===== src/rtl/pe_sequencer_pkg.sv =====
// Shared types for the PE sequencer: FSM state encoding, default data width, PE control bundle.
package pe_pkg;
   localparam int PE_DW = 32;

   typedef enum logic [2:0] {
      ST_LOAD_A,
      ST_LOAD_B,
      ST_CLEAR,
      ST_MAC,
      ST_CAPTURE,
      ST_RESULT
   } pe_seq_state_t;

   typedef struct packed {
      logic write_mat;
      logic mat_mux;
      logic rst_mul;
      logic mac_ctrl;
      logic inc_pc;
   } pe_ctrl_t;
endpackage


===== src/rtl/pe_sequencer_if.sv =====
// Bundles the operand stream, result stream and PE lane signals of the sequencer.
interface pe_sequencer_if
   import pe_pkg::*;
#(
   parameter int N  = 16,
   parameter int DW = PE_DW
) ();
   localparam int PCW = $clog2(N);

   logic            VEC_VALID;
   logic            VEC_READY;
   logic [N*DW-1:0] VEC_DATA;

   logic [N*DW-1:0] PE_DATAIN;
   logic            PE_WRITE_MAT;
   logic            PE_MAT_MUX;
   logic            PE_RST_MUL;
   logic            PE_MAC_CTRL;
   logic            PE_INC_PC;
   logic [PCW-1:0]  PE_PC_COUNTER;
   logic [DW-1:0]   PE_DATAOUT;

   logic            RES_VALID;
   logic            RES_READY;
   logic [DW-1:0]   RES_DATA;

   modport master (
      input  VEC_VALID, VEC_DATA, PE_PC_COUNTER, PE_DATAOUT, RES_READY,
      output VEC_READY, PE_DATAIN, PE_WRITE_MAT, PE_MAT_MUX, PE_RST_MUL,
             PE_MAC_CTRL, PE_INC_PC, RES_VALID, RES_DATA
   );

   modport slave (
      output VEC_VALID, VEC_DATA, PE_PC_COUNTER, PE_DATAOUT, RES_READY,
      input  VEC_READY, PE_DATAIN, PE_WRITE_MAT, PE_MAT_MUX, PE_RST_MUL,
             PE_MAC_CTRL, PE_INC_PC, RES_VALID, RES_DATA
   );
endinterface


===== src/rtl/pe_sequencer.sv =====
// Loads A/B operand vectors into one PE lane, runs clear + N MAC cycles, returns the dot product.
// Optional PE_SEQ_PC_CHECK_EN: internal PC cross-check with sticky ERR and self-timed termination.
//
// state      | meaning
// -----------+-------------------------------------------------
// ST_LOAD_A  | idle, accept A vector (PE_MAT_MUX=1)
// ST_LOAD_B  | accept B vector (PE_MAT_MUX=0)
// ST_CLEAR   | one-cycle PE PC/accumulator clear
// ST_MAC     | accumulate, advance PE PC until last element
// ST_CAPTURE | latch PE accumulator into RES_DATA
// ST_RESULT  | present result until consumer handshake
module pe_sequencer
   import pe_pkg::*;
#(
   parameter int N  = 16,
   parameter int DW = PE_DW
) (
   input  logic           CLK,
   input  logic           RSTN,
   pe_sequencer_if.master bus,
   output logic           BUSY,
   output logic           ERR
);
   localparam int PCW = $clog2(N);
   localparam logic [PCW-1:0] PC_LAST = PCW'(N - 1);

   pe_seq_state_t state, state_nxt;
   pe_ctrl_t      ctrl;
   logic          vec_ready;
   logic          res_valid;
   logic          mac_last;
   logic [DW-1:0] res_data;

`ifdef PE_SEQ_PC_CHECK_EN
   logic [PCW-1:0] pc_exp;
   logic           err_q;

   // Termination follows our own count so a stuck PE PC cannot hang the job.
   always_ff @(posedge CLK or negedge RSTN) begin
      if (!RSTN) begin
         pc_exp <= '0;
         err_q  <= 1'b0;
      end else begin
         if (state == ST_CLEAR) pc_exp <= '0;
         else if (state == ST_MAC) pc_exp <= pc_exp + 1'b1;
         if (state == ST_MAC && bus.PE_PC_COUNTER != pc_exp) err_q <= 1'b1;
      end
   end

   assign mac_last = (pc_exp == PC_LAST);
   assign ERR      = err_q;
`else
   assign mac_last = (bus.PE_PC_COUNTER == PC_LAST);
   assign ERR      = 1'b0;
`endif

   always_ff @(posedge CLK or negedge RSTN) begin
      if (!RSTN) state <= ST_LOAD_A;
      else       state <= state_nxt;
   end

   always_comb begin
      state_nxt = state;
      unique case (state)
         ST_LOAD_A:  if (bus.VEC_VALID) state_nxt = ST_LOAD_B;
         ST_LOAD_B:  if (bus.VEC_VALID) state_nxt = ST_CLEAR;
         ST_CLEAR:   state_nxt = ST_MAC;
         ST_MAC:     if (mac_last) state_nxt = ST_CAPTURE;
         ST_CAPTURE: state_nxt = ST_RESULT;
         ST_RESULT:  if (bus.RES_READY) state_nxt = ST_LOAD_A;
         default:    state_nxt = ST_LOAD_A;
      endcase
   end

   always_comb begin
      ctrl      = '0;
      vec_ready = 1'b0;
      res_valid = 1'b0;
      unique case (state)
         ST_LOAD_A: begin
            vec_ready      = 1'b1;
            ctrl.mat_mux   = 1'b1;
            ctrl.write_mat = bus.VEC_VALID;
         end
         ST_LOAD_B: begin
            vec_ready      = 1'b1;
            ctrl.write_mat = bus.VEC_VALID;
         end
         ST_CLEAR: ctrl.rst_mul = 1'b1;
         ST_MAC: begin
            ctrl.mac_ctrl = 1'b1;
            ctrl.inc_pc   = 1'b1;
         end
         ST_RESULT: res_valid = 1'b1;
         default: ;
      endcase
   end

   always_ff @(posedge CLK or negedge RSTN) begin
      if (!RSTN)                   res_data <= '0;
      else if (state == ST_CAPTURE) res_data <= bus.PE_DATAOUT;
   end

   assign bus.VEC_READY    = vec_ready;
   assign bus.PE_DATAIN    = bus.VEC_DATA;
   assign bus.PE_WRITE_MAT = ctrl.write_mat;
   assign bus.PE_MAT_MUX   = ctrl.mat_mux;
   assign bus.PE_RST_MUL   = ctrl.rst_mul;
   assign bus.PE_MAC_CTRL  = ctrl.mac_ctrl;
   assign bus.PE_INC_PC    = ctrl.inc_pc;
   assign bus.RES_VALID    = res_valid;
   assign bus.RES_DATA     = res_data;
   assign BUSY             = (state != ST_LOAD_A);
endmodule


===== src/flat_wrapper.sv =====
// flat-port wrapper written by rule: the top's interface ports become plain ports
module pe_sequencer_flat import pe_pkg::*;
#(
   parameter int N  = 16,
   parameter int DW = PE_DW
)
  (CLK, RSTN, BUSY, ERR, bus_VEC_VALID, bus_VEC_DATA, bus_PE_PC_COUNTER, bus_PE_DATAOUT, bus_RES_READY, bus_VEC_READY, bus_PE_DATAIN, bus_PE_WRITE_MAT, bus_PE_MAT_MUX, bus_PE_RST_MUL, bus_PE_MAC_CTRL, bus_PE_INC_PC, bus_RES_VALID, bus_RES_DATA);
  pe_sequencer_if #(.N(N), .DW(DW)) bus_i ();
  input  logic CLK;
  input  logic RSTN;
  output logic BUSY;
  output logic ERR;
  input wire logic [$bits(bus_i.VEC_VALID)-1:0] bus_VEC_VALID;
  input wire logic [$bits(bus_i.VEC_DATA)-1:0] bus_VEC_DATA;
  input wire logic [$bits(bus_i.PE_PC_COUNTER)-1:0] bus_PE_PC_COUNTER;
  input wire logic [$bits(bus_i.PE_DATAOUT)-1:0] bus_PE_DATAOUT;
  input wire logic [$bits(bus_i.RES_READY)-1:0] bus_RES_READY;
  output wire logic [$bits(bus_i.VEC_READY)-1:0] bus_VEC_READY;
  output wire logic [$bits(bus_i.PE_DATAIN)-1:0] bus_PE_DATAIN;
  output wire logic [$bits(bus_i.PE_WRITE_MAT)-1:0] bus_PE_WRITE_MAT;
  output wire logic [$bits(bus_i.PE_MAT_MUX)-1:0] bus_PE_MAT_MUX;
  output wire logic [$bits(bus_i.PE_RST_MUL)-1:0] bus_PE_RST_MUL;
  output wire logic [$bits(bus_i.PE_MAC_CTRL)-1:0] bus_PE_MAC_CTRL;
  output wire logic [$bits(bus_i.PE_INC_PC)-1:0] bus_PE_INC_PC;
  output wire logic [$bits(bus_i.RES_VALID)-1:0] bus_RES_VALID;
  output wire logic [$bits(bus_i.RES_DATA)-1:0] bus_RES_DATA;
  assign bus_i.VEC_VALID = bus_VEC_VALID;
  assign bus_i.VEC_DATA = bus_VEC_DATA;
  assign bus_i.PE_PC_COUNTER = bus_PE_PC_COUNTER;
  assign bus_i.PE_DATAOUT = bus_PE_DATAOUT;
  assign bus_i.RES_READY = bus_RES_READY;
  assign bus_VEC_READY = bus_i.VEC_READY;
  assign bus_PE_DATAIN = bus_i.PE_DATAIN;
  assign bus_PE_WRITE_MAT = bus_i.PE_WRITE_MAT;
  assign bus_PE_MAT_MUX = bus_i.PE_MAT_MUX;
  assign bus_PE_RST_MUL = bus_i.PE_RST_MUL;
  assign bus_PE_MAC_CTRL = bus_i.PE_MAC_CTRL;
  assign bus_PE_INC_PC = bus_i.PE_INC_PC;
  assign bus_RES_VALID = bus_i.RES_VALID;
  assign bus_RES_DATA = bus_i.RES_DATA;
  pe_sequencer #(.N(N), .DW(DW)) u_core (.CLK(CLK), .RSTN(RSTN), .bus(bus_i), .BUSY(BUSY), .ERR(ERR));
endmodule

===== config.mk =====
export PLATFORM = sky130hd
export DESIGN_NAME = pe_sequencer_flat
export DESIGN_NICKNAME = d
export VERILOG_FILES = /design/src/rtl/pe_sequencer_pkg.sv /design/src/rtl/pe_sequencer_if.sv /design/src/rtl/pe_sequencer.sv /design/src/flat_wrapper.sv
export SDC_FILE = /design/constraint.sdc
export NUM_CORES = 1
export LEC_CHECK = 0
export CAP_MARGIN = 10
export CELL_PAD_IN_SITES_DETAIL_PLACEMENT = 1
export CELL_PAD_IN_SITES_GLOBAL_PLACEMENT = 2
export CORE_AREA = 5 5 426 428
export DETAILED_ROUTE_END_ITERATION = 6
export DIE_AREA = 0 0 431 433
export PLACE_DENSITY = 0.43
export SLEW_MARGIN = 10
export SYNTH_ARGS = -nofsm -noshare
export SYNTH_HDL_FRONTEND = slang
export SYNTH_SLANG_ARGS = --single-unit

===== constraint.sdc =====
create_clock -name CLK -period 1.7 [get_ports CLK]
set_input_delay 0.425 -clock CLK [delete_from_list [all_inputs] [get_ports CLK]]
set_output_delay 0.425 -clock CLK [all_outputs]
set_load 0.1 [all_outputs]

-- Word level (Yosys, flattened, before mapping)
Index checks and enable logic that the tools add are counted.
- register bits: 35
- logic and storage cells: 27
- input port bits: 552
- multiplexer cells: 11
- reductions and logical operators: 4
- equal/unequal tests: 10
- operator list (operator ; count):
    3-bit one-hot mux with 6 select lines ; 1
    3-bit two-way mux ; 4
    3-bit by 2-bit equality test with 1-bit output, second input constant ; 2
    3-bit equality test, second input constant ; 2
    2-bit != test, second input constant ; 3
    1-bit two-way mux ; 5
    4-bit equality test, second input constant ; 1
    4-bit AND reduction ; 1
    3-bit by 1-bit equality test with 1-bit output, second input constant ; 1
    3-bit logical NOT ; 1
    3-bit nonzero test ; 1
    2-bit two-way mux ; 1
    2-bit by 1-bit != test with 1-bit output, second input constant ; 1
    2-bit OR reduction ; 1

-- Logic depth before layout (Yosys ltp)
Gate-level depths: netlist of the first run.
- depth after elaboration: 3
- gate-level depth with buffers: 4
- depth with buffers taken out: 3

-- Least setup slack after synthesis of the first run
Ideal clock, no wire load.
- path kind: register -> output
- from: register u_core.state[2]
- to: output port bus_PE_MAT_MUX
- slack: -2.482 ns
- buffers on the path: 0
- stages on the path, launching flop included: 4
- data arrival time: 3.757 ns
- data required time: 1.275 ns
- path through: dfrtp_1 -> nor2_1 -> nand2_1 -> inv_1
- longest elaborated chain between the ends: 2
- RTL lines (item ; RTL line ; RTL):
    start, declared ; pe_sequencer.sv:27 ; pe_seq_state_t state, state_nxt;
    start signal, assigned ; pe_sequencer.sv:59 ; else state <= state_nxt;
    3-bit logical NOT ; pe_sequencer.sv:79 ; unique case (state)
    1-bit two-way mux ; pe_sequencer.sv:79 ;
    end, declared ; flat_wrapper.sv:21 ; output wire logic [$bits(bus_i.PE_MAT_MUX)-1:0] bus_PE_MAT_MUX;
Every way passes these cells.

-- Final worst setup path of the first run
Ends and elaborated chain as after synthesis.

==> impl_metrics.ini, run 1 <==
[outcome]
outcome = complete, but fails checks
violations = negative setup slack

[sta]
setup_violations = 8
layout_worst_path_cycle_share_pct = 108.1
rsz0062_at_grt = yes
slew_violations = 0
layout_setup_ws_ns = -0.1383
hold_violations = 0
fmaxAchievable_ghz = 0.5440
min_period_ns = 1.838
fin_skew_ns = 0.006359
tns_ns = -0.7935
whs_ns = 0.5334

[power_and_ir_drop]
cellPowerDensity_nw_per_um2 = 1421
switching_share_pct = 53.65
p_int_mw = 4.048
total_leakage_power_nw = 1.469
power_frac_comb_pct = 70.6
pwr-share-seq_pct = 18.6
p_switching_mw = 4.686
clockPowerShare_pct = 10.8
peakVddDrop_uv = 608.4

[cells_and_area]
final_cell_mix = buf_12, clkdlybuf4s50_1, dfrtp_1
syn2layout_area_growth_pct = 14.04
seq_area_um2 = 877.1
fin_util_pct = 3.464
drive_above_1_share_pct = 59.30
multi_input_area_um2 = 648.1
fin_cells = 2554
fill_cells = 21090
final_common_cell = buf_12
final_nets = 750
n_antenna_cell = 0

[synthesis]
syn_area_um2 = 5390
synthTopCellsByArea = buf_4, dfrtp_1, mux2_4
ys_ff_latch = 35
netlist_instances = 606
synth_warnings = 0
synth_cell_type_count = 20
syn_nets = 1158
avgSynthCellArea_um2 = 8.895
synth.top_cell.area_share_pct = 71.59
ys_seq_area_share_pct = 16.25
synth_top_cell_by_area = buf_4

[global_routing]
grt-busiest-layer = met3
grtUsageMet3_pct = 19.80
use_met2_pct = 18.11
grt-ovfl-total = 0
grtUsageMet1_pct = 2.558
grt_usage_pct = 10.32
grt_pass1_wl_mm = 106.9
grt_pass1_vias = 2351
grt_max_degree = 36
antenna_found_initial = 1

[floorplanning]
dieArea_um2 = 186600
num_rows = 155
dieWidth_um = 431
ios = 1105
start_util_pct = 3.038
coreArea_um2 = 177500
fp.dieH_um = 433

[clocking]
cts_buffer_depth = 2
holdBufCountCts = 0
cts_tree = done
cts_root_buf = clkbuf_16
clkLatencyLatePin_ns = 0.29
cts.sinks = 35
clk_pin_slew_ns = 0.06
cts_max_level = 2
cts_buffers = 5

[place]
hpwl_mm = 98.50
gp_congestion = 0.7793
dp.cells = 2536
portBuffers = 79
dp_slack_ns = -0.1396

[flow_run]
maxCapViolations = 0

[detailed_routing]
firstDrtPassIters = 4
vias_per_cell = 0.8868
drt_iter0_drc = 179
postRouteAntennaNets = 0
wire_per_inst_um = 39.90
drc = 0
vias = 2265
drt_wl_total_mm = 101.9

[setup_path]
crit_fanout = 3
r2r_start = u_core.state[2]$_DFFE_PN0P_
start_kind = register
worstReg2RegEnd = u_core.bus.RES_DATA[11]$_DFFE_PN0N_
cp_data_required_time_ns = 1.27
startpoint = u_core.state[2]$_DFFE_PN0P_
setup.worst_path.class = register to output pin
rr_worst_depth = 8
arrival_ns = 1.41
cp-end-kind = output pin
reg2reg_slack_ns = 0.03

[hold_path]
hp-class = input port to async pin
## worst max-delay path by stage
stage / end / slack (ns) / depth (start not counted)
2_1_floorplan: bus_PE_MAT_MUX / -0.42 / 3
3_3_place_gp: bus_PE_WRITE_MAT / -0.15 / 4
3_5_place_dp: u_core.state[1]$_DFFE_PN0P_ / -0.14 / 5
4_1_cts: bus_PE_INC_PC / -0.15 / 5
5_1_grt: bus_PE_INC_PC / -0.17 / 5
6_report: bus_PE_MAT_MUX / -0.14 / 5
## flip-flops by register name, summed over array words and instances (netlist names)
name / cells
u_core.state: 3
u_core.bus.RES_DATA: 32
## routing by layer
metal | wire (um) | vias up
met2 | 50380 | 756
li1 | - | 525
met5 | 146 | -
met3 | 40490 | 99
met4 | 1755 | 6
met1 | 9121 | 879
## kinds of logic after synthesis
group	Yosys count	share of synthesized area, %
buffers and inverters	521	72.70
AOI/OAI and AO/OA	4	0.5107
DFF	35	16.25
and+or+nand+nor	12	1.532
xor gates and xnor gates	1	0.1625
other	1	0.06957
muxes	32	8.774
## synthesized netlist by cell type, drive strengths merged
cell type,number
nor3,1
o41ai,1
mux2,32
buf,517
inv,4
o21ai,2
xor2,1
a21o,1
nand2b,1
nand2,3
nor2b,1
and2,1
nor2,3
nand4,1
nand3,1
dfrtp,35
conb,1
## power by group through the flow
stage                     combinational, mW  sequential (mW)  clock, mW
after global routing                   6.30             1.66      0.995
after CTS                              6.22             1.62      0.972
final                                  6.17             1.62      0.944
after floorplan                        6.98             3.79          0
after global placement                 6.06             1.60          0
after detailed placement               6.07             1.62          0
## through the flow
step | cell area, um^2 | power [mW]
floorplan | 5439 | 10.77
global placement | 5817 | 7.664
detailed placement | 5817 | 7.686
CTS | 6046 | 8.803
global route | 6147 | 8.952
finish | 6147 | 8.734
## layout make-up
cell class | instances | area share (%)
clock buffers | 5 | 2.035
clock inverters | 3 | 0.3257
inverters | 4 | 0.4274
multi-input cells | 50 | 10.54
flip-flops and latches | 35 | 14.27
well taps | 2355 | 47.93
repair buffers | 102 | 24.47
## worst max-delay path, stage by stage, from the launching register on
cell and delay, ns:
dfrtp_2 0.43, buf_6 0.14, nor2_4 0.21, nand2_8 0.09, clkinvlp_4 0.09, buf_12 0.17
## repair_timing
action / CTS / global route
setup buffers: 4 / 5
gates resized for setup: 11 / 4
gates cloned: 0 / 2
pin swaps: 2 / 3
endpoints found under the setup margin: 8 / 25
Power figures use the tool's default switching activity.
==> inputs of run 2 (changes only) <==
- ABC_AREA: not set -> 1
- CORE_AREA: 5 5 426 428 -> 5 5 433 435
- DIE_AREA: 0 0 431 433 -> 0 0 438 440
- PLACE_DENSITY: 0.43 -> 0.42
==> run 2 against run 1 <==
  * The run still ends with negative setup slack left
  * Non-clock buffer count is 7 lower
  * Register-to-register slack improved by 0.27 ns
  * Design area up 1.0%
  * Synthesized area up 3.2%
  * Final cell count up 4.2%
  * Worst hold slack lost 0.46 ns
  * Die area increased by 3.3%
  * Clock skew grew 0.0020 ns
  * Via count grew 13%
  * Critical path type unchanged
  * Critical endpoint is now bus_PE_WRITE_MAT
  * Largest cell class unchanged
  * Highest routed layer unchanged
==> impl_metrics.ini, run 2 <==
[outcome]
outcome = complete, but fails checks
violations = negative setup slack

[floorplanning]
coreArea_um2 = 182700
dieArea_um2 = 192700
start_util_pct = 3.046
dieWidth_um = 438
num_rows = 157
ios = 1105
fp.dieH_um = 440

[setup_path]
worst-path-buf-inv = 3
critPathMaxStageDelay_ns = 0.44
crit_fanout = 3
cpMaxStageDelayCell = dfrtp_2
worstPathCellList = buf_6 -> nor2_4 -> inv_2 -> nor2_4 -> buf_12
cp-end-kind = output pin
reg2reg_slack_ns = 0.30
cpLargestDelayFamily = flip-flops
rr_worst_depth = 6
setup.worst_path.class = register to output pin
arrival_ns = 1.37
r2r_start = u_core.state[2]$_DFFE_PN0P_
path_common_cell = nor2_4
start_kind = register
worstReg2RegEnd = u_core.state[2]$_DFFE_PN0P_
cp_data_required_time_ns = 1.27

[synthesis]
synth_common_cells = buf_4, inv_1, dfrtp_1
synth_edf_count = 0
avgSynthCellArea_um2 = 8.042
netlist_instances = 692
synth.top_cell.area_share_pct = 69.33
synth_warnings = 0
synthArstFlopShare_pct = 100.0
synth_top_cell_by_area = buf_4
ys_ff_latch = 35
synthTopCellsByArea = buf_4, dfrtp_1, o21ai_2
syn_area_um2 = 5565
syn_nets = 1244
ys.flop_type = dfrtp_1
ys_seq_area_share_pct = 15.74
synth_cell_type_count = 21
yosysMostFrequentCell = buf_4

[clocking]
cts_root_buf = clkbuf_16
cts.sinks = 35
cts_tree = done
cts_max_level = 2
cts_buffers = 5
clkLatencyLatePin_ns = 0.33
cts_buffer_depth = 2
clk_pin_slew_ns = 0.08

[power_and_ir_drop]
peakVddDrop_uv = 697.1
total_leakage_power_nw = 1.627
finalPower_mw = 10.39
cellPowerDensity_nw_per_um2 = 1674

[hold_path]
hp-class = input port to async pin

[place]
hpwl_mm = 91.73
portBuffers = 79
dp_slack_ns = -0.2303
gp_congestion = 0.7486
dp.cells = 2641
post_dp_cell_area_um2 = 5919

[detailed_routing]
drt_iter0_drc = 127
wire_per_inst_um = 36.26
vias_per_cell = 0.9583
drc = 0
firstDrtPassIters = 4
drt_wl_total_mm = 96.45
vias = 2549
postRouteAntennaNets = 0

[sta]
layout_worst_path_cycle_share_pct = 105.8
rsz0062_at_grt = yes
min_period_ns = 1.799
fmaxAchievable_ghz = 0.5558
fin_skew_ns = 0.008354
setup_violations = 8
whs_ns = 0.07139
slew_violations = 0
hold_violations = 0
layout_setup_ws_ns = -0.09915

[cells_and_area]
final_cell_area_um2 = 6208
final_cell_mix = buf_12, inv_1, clkdlybuf4s50_1
drive_above_1_share_pct = 45.79
fin_cells = 2660
final_common_cell = buf_12
syn2layout_area_growth_pct = 11.56
largest_register_ffs = 32
final_nets = 824

[global_routing]
grt-ovfl-total = 0
grt_pass1_vias = 2569
grt_max_degree = 47
use_met2_pct = 15.13
antenna_found_initial = 5
grt-busiest-layer = met3
grtUsageMet1_pct = 3.065
grt_pass1_wl_mm = 102.3
grt_usage_pct = 9.550
grtUsageMet3_pct = 18.33

[flow_run]
maxCapViolations = 0
run 2: through the flow:
stage | setup TNS [ns] | utilization [%]
floorplan | -0.9327 | -
global placement | -0.5764 | 3.240
detailed placement | -0.4785 | 3.240
CTS | -0.8150 | 3.384
global route | -0.9814 | 3.397
finish | -0.4855 | 3.398
run 2: worst reg2reg max path, cell delays in order, from the launching register on:
cell	delay (ns)
dfrtp_2	0.50
buf_4	0.19
nand3_4	0.10
buf_12	0.18
o21ai_0	0.15
nand3_1	0.10
nand2_1	0.05
run 2: logic make-up after synthesis:
logic type | after synthesis | share of synthesized area (%)
buf+inv | 564 | 74.10
compound gates | 35 | 5.171
other cells | 1 | 0.06738
flops | 35 | 15.74
simple gates | 57 | 4.924
run 2: worst max path at each step:
stage / start / cells past startpoint / slack, ns / endpoint
CTS: u_core.state[2]$_DFFE_PN0P_ / 3 / -0.15 / bus_VEC_READY
global route: u_core.state[1]$_DFFE_PN0P_ / 5 / -0.15 / bus_PE_WRITE_MAT
floorplan: u_core.state[1]$_DFFE_PN0P_ / 4 / -0.44 / BUSY
detailed placement: bus_VEC_VALID / 4 / -0.23 / bus_PE_WRITE_MAT
global placement: bus_VEC_VALID / 4 / -0.24 / bus_PE_WRITE_MAT
finish: u_core.state[1]$_DFFE_PN0P_ / 5 / -0.1 / bus_PE_WRITE_MAT
run 2: timing repair:
action,CTS,global route
gates resized for setup,12,2
gates cloned,0,0
setup endpoints to repair,8,8
hold buffers,0,0
buffers inserted,7,2
pin swaps,3,4
run 2: cell type report:
| class | count | area (um^2) |
|---|---|---|
| timing repair buffer | 95 | 1386 |
| multi-input combinational | 93 | 621.8 |
| fill | 21810 | 176500 |
| clock inverter | 3 | 46.29 |
| tap | 2385 | 2984 |
| sequential | 35 | 879.6 |
| inverter | 42 | 160.2 |
| antenna | 2 | 5.005 |
| clock buffer | 5 | 125.1 |
run 2: power breakdown:
group | internal, mW | total [mW] | switching (mW)
Sequential | 1.26 | 1.80 | 0.536
Combinational | 2.56 | 7.34 | 4.78
Clock | 0.702 | 1.26 | 0.556
Total | 4.52 | 10.4 | 5.87
run 2: layer usage:
layer,vias up,routed length [um]
met2,793,44070
li1,722,-
met4,12,2481
met1,904,10620
met5,-,499
met3,118,38790
